==> config.mk <==
export PLATFORM = sky130hd
export DESIGN_NAME = lsu_stage_flat
export DESIGN_NICKNAME = d
export VERILOG_FILES = /design/src/rtl/lsu_stage_if.sv /design/src/rtl/lsu_stage.sv /design/src/flat_wrapper.sv
export SDC_FILE = /design/constraint.sdc
export NUM_CORES = 1
export LEC_CHECK = 0
export CORE_MARGIN = 1
export CORE_UTILIZATION = 40
export DETAILED_ROUTE_END_ITERATION = 10
export PLACE_DENSITY = 0.78
export SYNTH_ARGS = -nofsm -noshare
export SYNTH_HDL_FRONTEND = slang
export SYNTH_SLANG_ARGS = --single-unit
==> constraint.sdc <==
create_clock -name clk -period 5.6 [get_ports clk]
set_clock_uncertainty 0.2 [all_clocks]
set_input_delay 1.12 -clock clk [delete_from_list [all_inputs] [get_ports clk]]
set_output_delay 1.12 -clock clk [all_outputs]
set_load 0.02 [all_outputs]
==> src/rtl/lsu_stage_if.sv <==
// Execute-side request/response and data-memory bus of the load/store stage.
// master is the stage's view; slave is the execute/memory environment's view.
interface lsu_stage_if #(
    parameter int AWIDTH = 32,
    parameter int DWIDTH = 32
);
    logic              req_valid_i;
    logic              req_ready_o;
    logic              memren_i;
    logic              memwren_i;
    logic [2:0]        funct3_i;
    logic [AWIDTH-1:0] addr_i;
    logic [DWIDTH-1:0] store_data_i;
    logic              resp_valid_o;
    logic [DWIDTH-1:0] load_data_o;
    logic              err_o;
    logic              stall_o;
    logic              mem_req_o;
    logic              mem_we_o;
    logic [AWIDTH-1:0] mem_addr_o;
    logic [3:0]        mem_be_o;
    logic [DWIDTH-1:0] mem_wdata_o;
    logic              mem_gnt_i;
    logic              mem_rvalid_i;
    logic [DWIDTH-1:0] mem_rdata_i;

    modport master (
        input  req_valid_i, memren_i, memwren_i, funct3_i, addr_i, store_data_i,
               mem_gnt_i, mem_rvalid_i, mem_rdata_i,
        output req_ready_o, resp_valid_o, load_data_o, err_o, stall_o,
               mem_req_o, mem_we_o, mem_addr_o, mem_be_o, mem_wdata_o
    );

    modport slave (
        output req_valid_i, memren_i, memwren_i, funct3_i, addr_i, store_data_i,
               mem_gnt_i, mem_rvalid_i, mem_rdata_i,
        input  req_ready_o, resp_valid_o, load_data_o, err_o, stall_o,
               mem_req_o, mem_we_o, mem_addr_o, mem_be_o, mem_wdata_o
    );
endinterface

==> src/rtl/lsu_stage.sv <==
// RV32I load/store stage: one lane-aligned access per operation over a req/gnt/rvalid port.
// Optional misalignment trap is enabled by defining LSU_MISALIGN_TRAP_EN.
//
// state | meaning
// IDLE  | ready for a new operation
// REQ   | mem_req_o asserted, waiting for grant
// WAIT  | load granted, waiting for read data
// RESP  | one-cycle completion pulse to writeback
module lsu_stage #(
    parameter int AWIDTH = 32,
    parameter int DWIDTH = 32
) (
    input  logic         clk,
    input  logic         reset,
    lsu_stage_if.master  bus
);

    typedef enum logic [1:0] {IDLE, REQ, WAIT, RESP} state_t;

    state_t            state, state_nx;
    logic [AWIDTH-1:0] addr_q;
    logic [2:0]        funct3_q;
    logic              store_q;
    logic [DWIDTH-1:0] sdata_q;
    logic [DWIDTH-1:0] ldata_q;
    logic              err_q;

    logic              accept;
    logic              is_mem;
    logic              misalign;
    logic              capture;
    logic [1:0]        size_in;
    logic [1:0]        size_q;
    logic [1:0]        off;
    logic [7:0]        byte_sel;
    logic [15:0]       half_sel;
    logic [DWIDTH-1:0] extracted;

    // 0 byte, 1 half, 2 word; unlisted store encodings behave as SW
    function automatic logic [1:0] size_of(input logic st, input logic [2:0] f3);
        if (st)
            return (f3 == 3'b000) ? 2'd0 : (f3 == 3'b001) ? 2'd1 : 2'd2;
        else
            return (f3[1:0] == 2'b00) ? 2'd0 : (f3[1:0] == 2'b01) ? 2'd1 : 2'd2;
    endfunction

    assign accept  = (state == IDLE) && bus.req_valid_i;
    assign is_mem  = bus.memren_i || bus.memwren_i;
    assign size_in = size_of(bus.memwren_i, bus.funct3_i);
    assign size_q  = size_of(store_q, funct3_q);
    assign off     = addr_q[1:0];
    assign capture = !store_q && bus.mem_rvalid_i &&
                     (((state == REQ) && bus.mem_gnt_i) || (state == WAIT));

`ifdef LSU_MISALIGN_TRAP_EN
    assign misalign = is_mem && (((size_in == 2'd1) && bus.addr_i[0]) ||
                                 ((size_in == 2'd2) && (bus.addr_i[1:0] != 2'b00)));
`else
    assign misalign = 1'b0;
`endif

    always_comb begin
        byte_sel = 8'h00;
        case (off)
            2'd0: byte_sel = bus.mem_rdata_i[7:0];
            2'd1: byte_sel = bus.mem_rdata_i[15:8];
            2'd2: byte_sel = bus.mem_rdata_i[23:16];
            2'd3: byte_sel = bus.mem_rdata_i[31:24];
        endcase
        half_sel  = off[1] ? bus.mem_rdata_i[31:16] : bus.mem_rdata_i[15:0];
        extracted = bus.mem_rdata_i;
        if (size_q == 2'd0)
            extracted = funct3_q[2] ? {24'h0, byte_sel} : {{24{byte_sel[7]}}, byte_sel};
        else if (size_q == 2'd1)
            extracted = funct3_q[2] ? {16'h0, half_sel} : {{16{half_sel[15]}}, half_sel};
    end

    always_ff @(posedge clk) begin
        if (!reset) begin
            state    <= IDLE;
            addr_q   <= '0;
            funct3_q <= '0;
            store_q  <= 1'b0;
            sdata_q  <= '0;
            ldata_q  <= '0;
            err_q    <= 1'b0;
        end else begin
            state <= state_nx;
            if (accept) begin
                addr_q   <= bus.addr_i;
                funct3_q <= bus.funct3_i;
                store_q  <= bus.memwren_i;
                sdata_q  <= bus.store_data_i;
                ldata_q  <= '0;
                err_q    <= misalign;
            end else if (capture) begin
                ldata_q <= extracted;
            end
        end
    end

    always_comb begin
        state_nx         = state;
        bus.req_ready_o  = 1'b0;
        bus.resp_valid_o = 1'b0;
        bus.mem_req_o    = 1'b0;
        bus.mem_we_o     = 1'b0;
        bus.mem_addr_o   = '0;
        bus.mem_be_o     = 4'h0;
        bus.mem_wdata_o  = '0;
        case (state)
            IDLE: begin
                bus.req_ready_o = 1'b1;
                if (bus.req_valid_i)
                    state_nx = (is_mem && !misalign) ? REQ : RESP;
            end
            REQ: begin
                bus.mem_req_o  = 1'b1;
                bus.mem_we_o   = store_q;
                bus.mem_addr_o = {addr_q[AWIDTH-1:2], 2'b00};
                bus.mem_be_o   = 4'hF;
                if (store_q) begin
                    case (size_q)
                        2'd0: begin
                            bus.mem_be_o    = 4'b0001 << off;
                            bus.mem_wdata_o = {4{sdata_q[7:0]}};
                        end
                        2'd1: begin
                            bus.mem_be_o    = off[1] ? 4'b1100 : 4'b0011;
                            bus.mem_wdata_o = {2{sdata_q[15:0]}};
                        end
                        default: bus.mem_wdata_o = sdata_q;
                    endcase
                end
                if (bus.mem_gnt_i)
                    state_nx = (store_q || bus.mem_rvalid_i) ? RESP : WAIT;
            end
            WAIT: begin
                if (bus.mem_rvalid_i)
                    state_nx = RESP;
            end
            RESP: begin
                bus.resp_valid_o = 1'b1;
                state_nx         = IDLE;
            end
            default: state_nx = IDLE;
        endcase
    end

    assign bus.load_data_o = ldata_q;
    assign bus.err_o       = err_q;
    assign bus.stall_o     = (state != IDLE);

endmodule

==> src/flat_wrapper.sv <==
// flat-port wrapper written by rule: the top's interface ports become plain ports
module lsu_stage_flat 
#(
    parameter int AWIDTH = 32,
    parameter int DWIDTH = 32
)
  (clk, reset, bus_req_valid_i, bus_memren_i, bus_memwren_i, bus_funct3_i, bus_addr_i, bus_store_data_i, bus_mem_gnt_i, bus_mem_rvalid_i, bus_mem_rdata_i, bus_req_ready_o, bus_resp_valid_o, bus_load_data_o, bus_err_o, bus_stall_o, bus_mem_req_o, bus_mem_we_o, bus_mem_addr_o, bus_mem_be_o, bus_mem_wdata_o);
  lsu_stage_if #(.AWIDTH(AWIDTH), .DWIDTH(DWIDTH)) bus_i ();
  input  logic clk;
  input  logic reset;
  input wire logic [$bits(bus_i.req_valid_i)-1:0] bus_req_valid_i;
  input wire logic [$bits(bus_i.memren_i)-1:0] bus_memren_i;
  input wire logic [$bits(bus_i.memwren_i)-1:0] bus_memwren_i;
  input wire logic [$bits(bus_i.funct3_i)-1:0] bus_funct3_i;
  input wire logic [$bits(bus_i.addr_i)-1:0] bus_addr_i;
  input wire logic [$bits(bus_i.store_data_i)-1:0] bus_store_data_i;
  input wire logic [$bits(bus_i.mem_gnt_i)-1:0] bus_mem_gnt_i;
  input wire logic [$bits(bus_i.mem_rvalid_i)-1:0] bus_mem_rvalid_i;
  input wire logic [$bits(bus_i.mem_rdata_i)-1:0] bus_mem_rdata_i;
  output wire logic [$bits(bus_i.req_ready_o)-1:0] bus_req_ready_o;
  output wire logic [$bits(bus_i.resp_valid_o)-1:0] bus_resp_valid_o;
  output wire logic [$bits(bus_i.load_data_o)-1:0] bus_load_data_o;
  output wire logic [$bits(bus_i.err_o)-1:0] bus_err_o;
  output wire logic [$bits(bus_i.stall_o)-1:0] bus_stall_o;
  output wire logic [$bits(bus_i.mem_req_o)-1:0] bus_mem_req_o;
  output wire logic [$bits(bus_i.mem_we_o)-1:0] bus_mem_we_o;
  output wire logic [$bits(bus_i.mem_addr_o)-1:0] bus_mem_addr_o;
  output wire logic [$bits(bus_i.mem_be_o)-1:0] bus_mem_be_o;
  output wire logic [$bits(bus_i.mem_wdata_o)-1:0] bus_mem_wdata_o;
  assign bus_i.req_valid_i = bus_req_valid_i;
  assign bus_i.memren_i = bus_memren_i;
  assign bus_i.memwren_i = bus_memwren_i;
  assign bus_i.funct3_i = bus_funct3_i;
  assign bus_i.addr_i = bus_addr_i;
  assign bus_i.store_data_i = bus_store_data_i;
  assign bus_i.mem_gnt_i = bus_mem_gnt_i;
  assign bus_i.mem_rvalid_i = bus_mem_rvalid_i;
  assign bus_i.mem_rdata_i = bus_mem_rdata_i;
  assign bus_req_ready_o = bus_i.req_ready_o;
  assign bus_resp_valid_o = bus_i.resp_valid_o;
  assign bus_load_data_o = bus_i.load_data_o;
  assign bus_err_o = bus_i.err_o;
  assign bus_stall_o = bus_i.stall_o;
  assign bus_mem_req_o = bus_i.mem_req_o;
  assign bus_mem_we_o = bus_i.mem_we_o;
  assign bus_mem_addr_o = bus_i.mem_addr_o;
  assign bus_mem_be_o = bus_i.mem_be_o;
  assign bus_mem_wdata_o = bus_i.mem_wdata_o;
  lsu_stage #(.AWIDTH(AWIDTH), .DWIDTH(DWIDTH)) u_core (.clk(clk), .reset(reset), .bus(bus_i));
endmodule
=== After elaboration in Yosys (flattened, before gate mapping) ===
Index checks and enable logic that the tools add are counted.

* Word-level logic and storage cells: 65
* Output and inout port bits: 106
* Flip-flop bits (word level): 102
* Input port bits: 106

* Shift operators: 1
* Reductions and logical operators: 16
* Eq/ne operators: 12
* Multiplexer cells: 29
* Bitwise operators: 1

{| class="wikitable"
|+ Operators with widths
! kind !! number
|-
| two-way mux 32 bit || 7
|-
| case mux 32 bit (2 select lines) || 1
|-
| case mux 8 bit (4 select lines) || 1
|-
| two-way mux 2 bit || 9
|-
| two-way mux 16 bit || 1
|-
| two-way mux 4 bit || 3
|-
| equality test 2 x 1 -> 1 bit (second input constant) || 4
|-
| equality test 2 bit (second input constant) || 4
|-
| zero test 2 bit || 4
|-
| case mux 2 bit (4 select lines) || 1
|-
| case mux 4 bit (2 select lines) || 1
|-
| inequality test 2 bit (second input constant) || 3
|-
| two-way mux 1 bit || 5
|-
| logical AND 1 bit || 4
|-
| left shift 1 x 2 -> 4 bit (first input constant) || 1
|-
| equality test 3 x 1 -> 1 bit (second input constant) || 1
|-
| zero test 3 bit || 1
|-
| logical OR 1 bit || 3
|-
| AND reduction 3 bit || 1
|-
| nonzero test 2 bit || 1
|-
| OR reduction 2 bit || 1
|-
| zero test 1 bit || 1
|-
| NOT 1 bit || 1
|}

=== Logic depth before layout (Yosys ltp) ===
* Depth in word-level cells: 8
* Gate-level depth with buffers: 8
* Mapped depth without buffers: 6

=== Least setup slack after synthesis ===
Ideal clock, no wire load.

* Path kind: reg-to-output
* From: register u_core.state[1]
* To: output port bus_mem_wdata_o[28]
* Data arrival time: 1.696 ns
* Stages on the path, launching flop included: 6
* Path slack: 2.584 ns
* Data required time: 4.280 ns
* Buffers on the path: 1
* Cell sequence: dfxtp_1 -> inv_1 -> ha_1 -> nand2_1 -> clkbuf_1 -> a211oi_1

* Word-level cells in the longest chain between the ends: 2

{| class="wikitable"
|+ RTL lines
! element !! RTL line !! text
|-
| start: declaration || lsu_stage.sv:20 || <nowiki>state_t state, state_nx;</nowiki>
|-
| start signal: assignment || lsu_stage.sv:88 || <nowiki>state <= state_nx;</nowiki>
|-
| equality test 2 x 1 -> 1 bit || lsu_stage.sv:111 || <nowiki>case (state)</nowiki>
|-
| two-way mux 32 bit || lsu_stage.sv:111 ||
|-
| end: declaration || flat_wrapper.sv:29 || <nowiki>output wire logic [$bits(bus_i.mem_wdata_o)-1:0] bus_mem_wdata_o;</nowiki>
|}

No other way between the ends.

=== Worst setup path after layout ===
* From: register u_core.store_q
* To: output port bus_mem_wdata_o[8]

* Word-level cells in the longest chain between the ends: 5
* Elaborated cells on any way between the ends: 6
* Those cells by class: eq/ne: 1; mux: 4; reduce/logical: 1

{| class="wikitable"
|+ RTL lines
! element !! RTL line !! text
|-
| start: declaration || lsu_stage.sv:23 || <nowiki>logic store_q;</nowiki>
|-
| start signal: assignment || lsu_stage.sv:92 || <nowiki>store_q <= bus.memwren_i;</nowiki>
|-
| two-way mux 2 bit || lsu_stage.sv:41 || <nowiki>if (st)</nowiki>
|-
| equality test 2 x 1 -> 1 bit / zero test 2 bit (equally long branches) || lsu_stage.sv:123 || <nowiki>case (size_q)</nowiki>
|-
| case mux 32 bit (2 select lines) || lsu_stage.sv:123 ||
|-
| two-way mux 32 bit * || lsu_stage.sv:122 || <nowiki>if (store_q) begin</nowiki>
|-
| two-way mux 32 bit * || lsu_stage.sv:111 ||
|}

Mark *: on every way between the ends. The rest lies on a longest branch, timed or not.

==> results_tabular.tex <==
\begin{tabular}{lr}
\hline
Metric & Value \\
\hline
\multicolumn{2}{l}{\textbf{Clock network}} \\
\quad Number of H-tree levels & 3 \\
\quad CTS max path bufs & 2 \\
\quad Setup Buffers After CTS & 0 \\
\quad Resized Gates After CTS & 0 \\
\quad CTS Root Buffer Type & sky130\_fd\_sc\_hd\_\_clkbuf\_16 \\
\quad Clock-pin slew reported for the worst setup and hold paths after clock tree synthesis & 70 ps \\
\quad Worst-skew pair later-pin latency & 350 ps \\
\quad CTS tree & built \\
\quad CTS sink count & 102 \\
\quad Number of buffers added to fix hold violations after cts & 0 \\
\quad Total clock buffers created by CTS & 9 \\
\multicolumn{2}{l}{\textbf{Route}} \\
\quad Routed vias & 5,378 \\
\quad Iter 0 DRT Violations & 452 \\
\quad Residual DRC count & 0 \\
\quad DRT Pass-1 Iters & 5 \\
\quad Final WL & 17.6 mm \\
\quad Remaining number of nets flagged by the antenna check after routing & 0 \\
\quad Wire length per cell & 17.5 um \\
\quad Via-to-Cell Ratio & 5.34 \\
\multicolumn{2}{l}{\textbf{Logic synthesis}} \\
\quad Sequential-to-total area share from yosys stat & 0.390 \\
\quad Post-synthesis share of cell area spent on and, or, nand and nor gates & 0.233 \\
\quad Largest family of logic cells by synthesized area & compound AO/OA/AOI/OAI gates \\
\quad Number of synthesis warnings & 0 \\
\quad Xor/xnor cell area share of the yosys netlist & 0 \\
\quad Area fraction in compound gates after synthesis & 0.248 \\
\quad Top cell type's share of synthesized area & 0.390 \\
\quad Avg Cell Area, Syn & 7.92 um\^{}2 \\
\quad FF+latch count, synth & 102 \\
\quad Post-synth EDFFs & 0 \\
\quad Arithmetic-cell share of the synthesized area counting full adders, half adders and majority gates & 0.00956 \\
\quad Primary flip-flop cell chosen by synthesis mapping & sky130\_fd\_sc\_hd\_\_dfxtp\_1 \\
\quad Most area-consuming cells after synthesis & sky130\_fd\_sc\_hd\_\_dfxtp\_1 39\%, sky130\_fd\_sc\_hd\_\_nand2\_1 14\%, sky130\_fd\_sc\_hd\_\_a21boi\_0 9.9\% \\
\quad Fraction of synthesis flops using an asynchronous set or reset pin & 0 \\
\quad Count of distinct cell types in the synthesized netlist & 42 \\
\quad Post-Syn Area & 0.00523 mm\^{}2 \\
\quad Library cell occupying the most area in the post-synthesis netlist & sky130\_fd\_sc\_hd\_\_dfxtp\_1 \\
\quad Synth Instances & 661 \\
\quad Library cell with the highest instance count after synthesis & sky130\_fd\_sc\_hd\_\_nand2\_1 \\
\quad Post-synthesis mux area share & 0.0605 \\
\quad Commonest cells post-synth & 195 x sky130\_fd\_sc\_hd\_\_nand2\_1, 102 x sky130\_fd\_sc\_hd\_\_dfxtp\_1, 69 x sky130\_fd\_sc\_hd\_\_a21boi\_0 \\
\multicolumn{2}{l}{\textbf{Cells and area}} \\
\quad ANT cells & 0 \\
\quad Filler instances & 1,115 \\
\quad Area added between synthesis and finish & 46.6\% \\
\quad Sequential cell area & 0.00204 mm\^{}2 \\
\quad Footprint of the multi-input gates & 0.00291 mm\^{}2 \\
\quad NumNets Final & 941 \\
\quad Share of final-layout standard cells stronger than drive strength 1 & 0.0550 \\
\quad Non-filler instance count after layout & 1,008 \\
\multicolumn{2}{l}{\textbf{Pwr}} \\
\quad Static leakage & 2.74 nW \\
\quad Max rail drop VDD & 0.000235 V \\
\quad Power Total & 2.83 mW \\
\quad P per Cell Area & 369 mW/mm\^{}2 \\
\multicolumn{2}{l}{\textbf{Place}} \\
\quad Count of buffers inserted at the top-level ports & 208 \\
\quad Post-Place Setup Slack & 1630 ps \\
\quad Detailed-placement wirelength estimate & 12.5 mm \\
\quad Cell count after placement & 992 \\
\quad Final RePlAce weighted congestion & 0.875 \\
\multicolumn{2}{l}{\textbf{Global route}} \\
\quad First-pass GRT wire length & 27.1 mm \\
\quad Antenna violations before repair & 0 \\
\quad Total routing resource utilization after global routing & 0.265 \\
\quad Via count of the first global-routing pass & 5,255 \\
\quad Overall overflow remaining after global route & 0 \\
\quad Largest net degree at the start of global routing & 72 \\
\multicolumn{2}{l}{\textbf{Floorplanning}} \\
\quad Number of cell rows & 41 \\
\quad Floorplan die area & 0.0135 mm\^{}2 \\
\quad Core Area & 0.0127 mm\^{}2 \\
\quad Top Ports & 212 \\
\quad Starting utilization of the core area & 0.413 \\
\quad Die Span X & 116 um \\
\quad Chip height & 116 um \\
\multicolumn{2}{l}{\textbf{Min path}} \\
\quad Number of instances on the worst hold path & 2 \\
\quad Hold/Removal Path Class & reg2reg \\
\quad Worst-case hold path end point & u\_core.addr\_q[12] \\
\quad Beginning of the worst hold path & u\_core.addr\_q[12] \\
\multicolumn{2}{l}{\textbf{STA}} \\
\quad Final critical-path setup slack & 1210 ps \\
\quad Period utilization & 0.784 \\
\quad Shortest period the worst path allows & 4390 ps \\
\quad Number of hold violations in the final report & 0 \\
\quad Max Fclk & 228 MHz \\
\quad Slew at the pin closest to its max-slew limit & 1060 ps \\
\quad Normalized max-slew margin & 0.291 \\
\quad Total negative slack & 0 ps \\
\quad Unrepaired setup endpoints after global routing & false \\
\quad Number of failing setup endpoints in the final timing report & 0 \\
\quad Max Slew Vio Count & 0 \\
\multicolumn{2}{l}{\textbf{Worst setup path}} \\
\quad Worst setup path category & reg2out \\
\quad Kind of start point of the critical path & flip-flop \\
\quad Highest net fanout along the worst path & 41 \\
\quad Setup crit end kind & primary output \\
\quad Critical path data arrival time & 3070 ps \\
\quad Slowest stage delay, CP & 900 ps \\
\quad FF-to-FF Start & u\_core.state[1] \\
\quad Critical Path, Cell by Cell & a21oi\_4 -> nand2b\_1 -> nand2\_1 -> a21oi\_1 -> clkdlybuf4s50\_1 \\
\quad WP buf/inv & 1 \\
\quad Required time at the worst-slack endpoint & 4280 ps \\
\quad Largest delay contributor family on the critical path & compound AO/OA/AOI/OAI gates \\
\quad Depth of the worst register-to-register path & 7 \\
\quad Setup slack of the worst register-to-register path & 2970 ps \\
\quad Critical R2R Capture & u\_core.bus.load\_data\_o[19] \\
\quad Cell with the biggest individual delay on the critical path & sky130\_fd\_sc\_hd\_\_a21oi\_4 \\
\multicolumn{2}{l}{\textbf{Status}} \\
\quad Run status & finished, final reports clean \\
\multicolumn{2}{l}{\textbf{Flow run}} \\
\quad Max\_cap viols & 0 \\
\hline
\end{tabular}
[cell type report]
| cell class | count | share of cell area |
|---|---|---|
| tap | 172 | 0.0280 |
| inverter | 6 | 0.00293 |
| clock inverter | 5 | 0.0135 |
| multi-input combinational | 496 | 0.379 |
| timing repair buffer | 216 | 0.278 |
| clock buffer | 11 | 0.0316 |
| sequential | 102 | 0.266 |
[where the power goes]
group	internal [mW]	switching (mW)	total [mW]
Combinational	0.447	0.682	1.13
Clock	0.450	0.284	0.734
Sequential	0.861	0.108	0.968
[metrics by stage]
step / hold WS [ps] / area [um^2] / utilization
6_report: 261 / 7670 / 0.606
4_1_cts: 264 / 7670 / 0.606
5_1_grt: 282 / 7670 / 0.606
2_1_floorplan: 239 / 5240 / -
3_3_place_gp: 247 / 7330 / 0.578
3_5_place_dp: 255 / 7330 / 0.578
[routing by layer]
layer / up-vias / track usage / wire [um]
met1: 2506 / 0.316 / 7040
met2: 260 / 0.443 / 8380
met4: 0 / 0.110 / 418
met5: - / 0 / 0
met3: 28 / 0.0799 / 1810
li1: 2584 / - / -
[worst max-delay path by stage]
| stage | startpoint | endpoint | slack [ps] | cells after the start |
|---|---|---|---|---|
| floorplan | u_core.state[1] | bus_mem_wdata_o[28] | 2580 | 5 |
| global placement | u_core.store_q | bus_mem_wdata_o[15] | 1730 | 5 |
| detailed placement | u_core.store_q | bus_mem_wdata_o[10] | 1630 | 5 |
| CTS | u_core.store_q | bus_mem_wdata_o[9] | 1240 | 5 |
| global route | u_core.store_q | bus_mem_wdata_o[15] | 1050 | 5 |
| finish | u_core.store_q | bus_mem_wdata_o[8] | 1210 | 5 |
[worst register-to-register path: stages, from the launching register on]
cell and delay [ps]:
sky130_fd_sc_hd__dfxtp_1 340, sky130_fd_sc_hd__inv_1 110, sky130_fd_sc_hd__ha_1 160, sky130_fd_sc_hd__buf_4 350
sky130_fd_sc_hd__a21oi_1 140, sky130_fd_sc_hd__or2_1 430, sky130_fd_sc_hd__a21oi_4 600, sky130_fd_sc_hd__a21oi_1 150
[cell families (layout without fill, tap and decap cells)]
logic type	after synthesis	after routing
fa+ha+maj	4	4
simple gates	282	282
other cells	1	3
buf+inv	65	238
mux	19	19
compound gates	188	188
flops	102	102
[sequential cells by signal (all words and copies together), names as in the netlist]
register	count
u_core.funct3_q	3
u_core.addr_q	32
u_core.sdata_q	32
u_core.store_q	1
u_core.state	2
u_core.bus.load_data_o	32
[cell usage in the layout, fill, tap and decap left out, types with 4 or more instances in the layout]
cell and count:
sky130_fd_sc_hd__a211oi_1 8, sky130_fd_sc_hd__a21boi_0 69, sky130_fd_sc_hd__a21oi_1 36, sky130_fd_sc_hd__a21oi_2 9, sky130_fd_sc_hd__a21oi_4 4, sky130_fd_sc_hd__a221oi_1 7, sky130_fd_sc_hd__a31oi_1 7, sky130_fd_sc_hd__a41oi_1 7
sky130_fd_sc_hd__and2_1 32, sky130_fd_sc_hd__and3_1 15, sky130_fd_sc_hd__buf_4 8, sky130_fd_sc_hd__clkbuf_16 9, sky130_fd_sc_hd__clkdlybuf4s50_1 207, sky130_fd_sc_hd__dfxtp_1 102, sky130_fd_sc_hd__ha_1 4, sky130_fd_sc_hd__inv_1 5
sky130_fd_sc_hd__mux2i_1 10, sky130_fd_sc_hd__mux4_1 6, sky130_fd_sc_hd__nand2_1 194, sky130_fd_sc_hd__nand2b_1 4, sky130_fd_sc_hd__nand3_1 15, sky130_fd_sc_hd__nor2_1 16, sky130_fd_sc_hd__o21ai_0 33
Note: power is estimated with default switching activity, not from simulation.
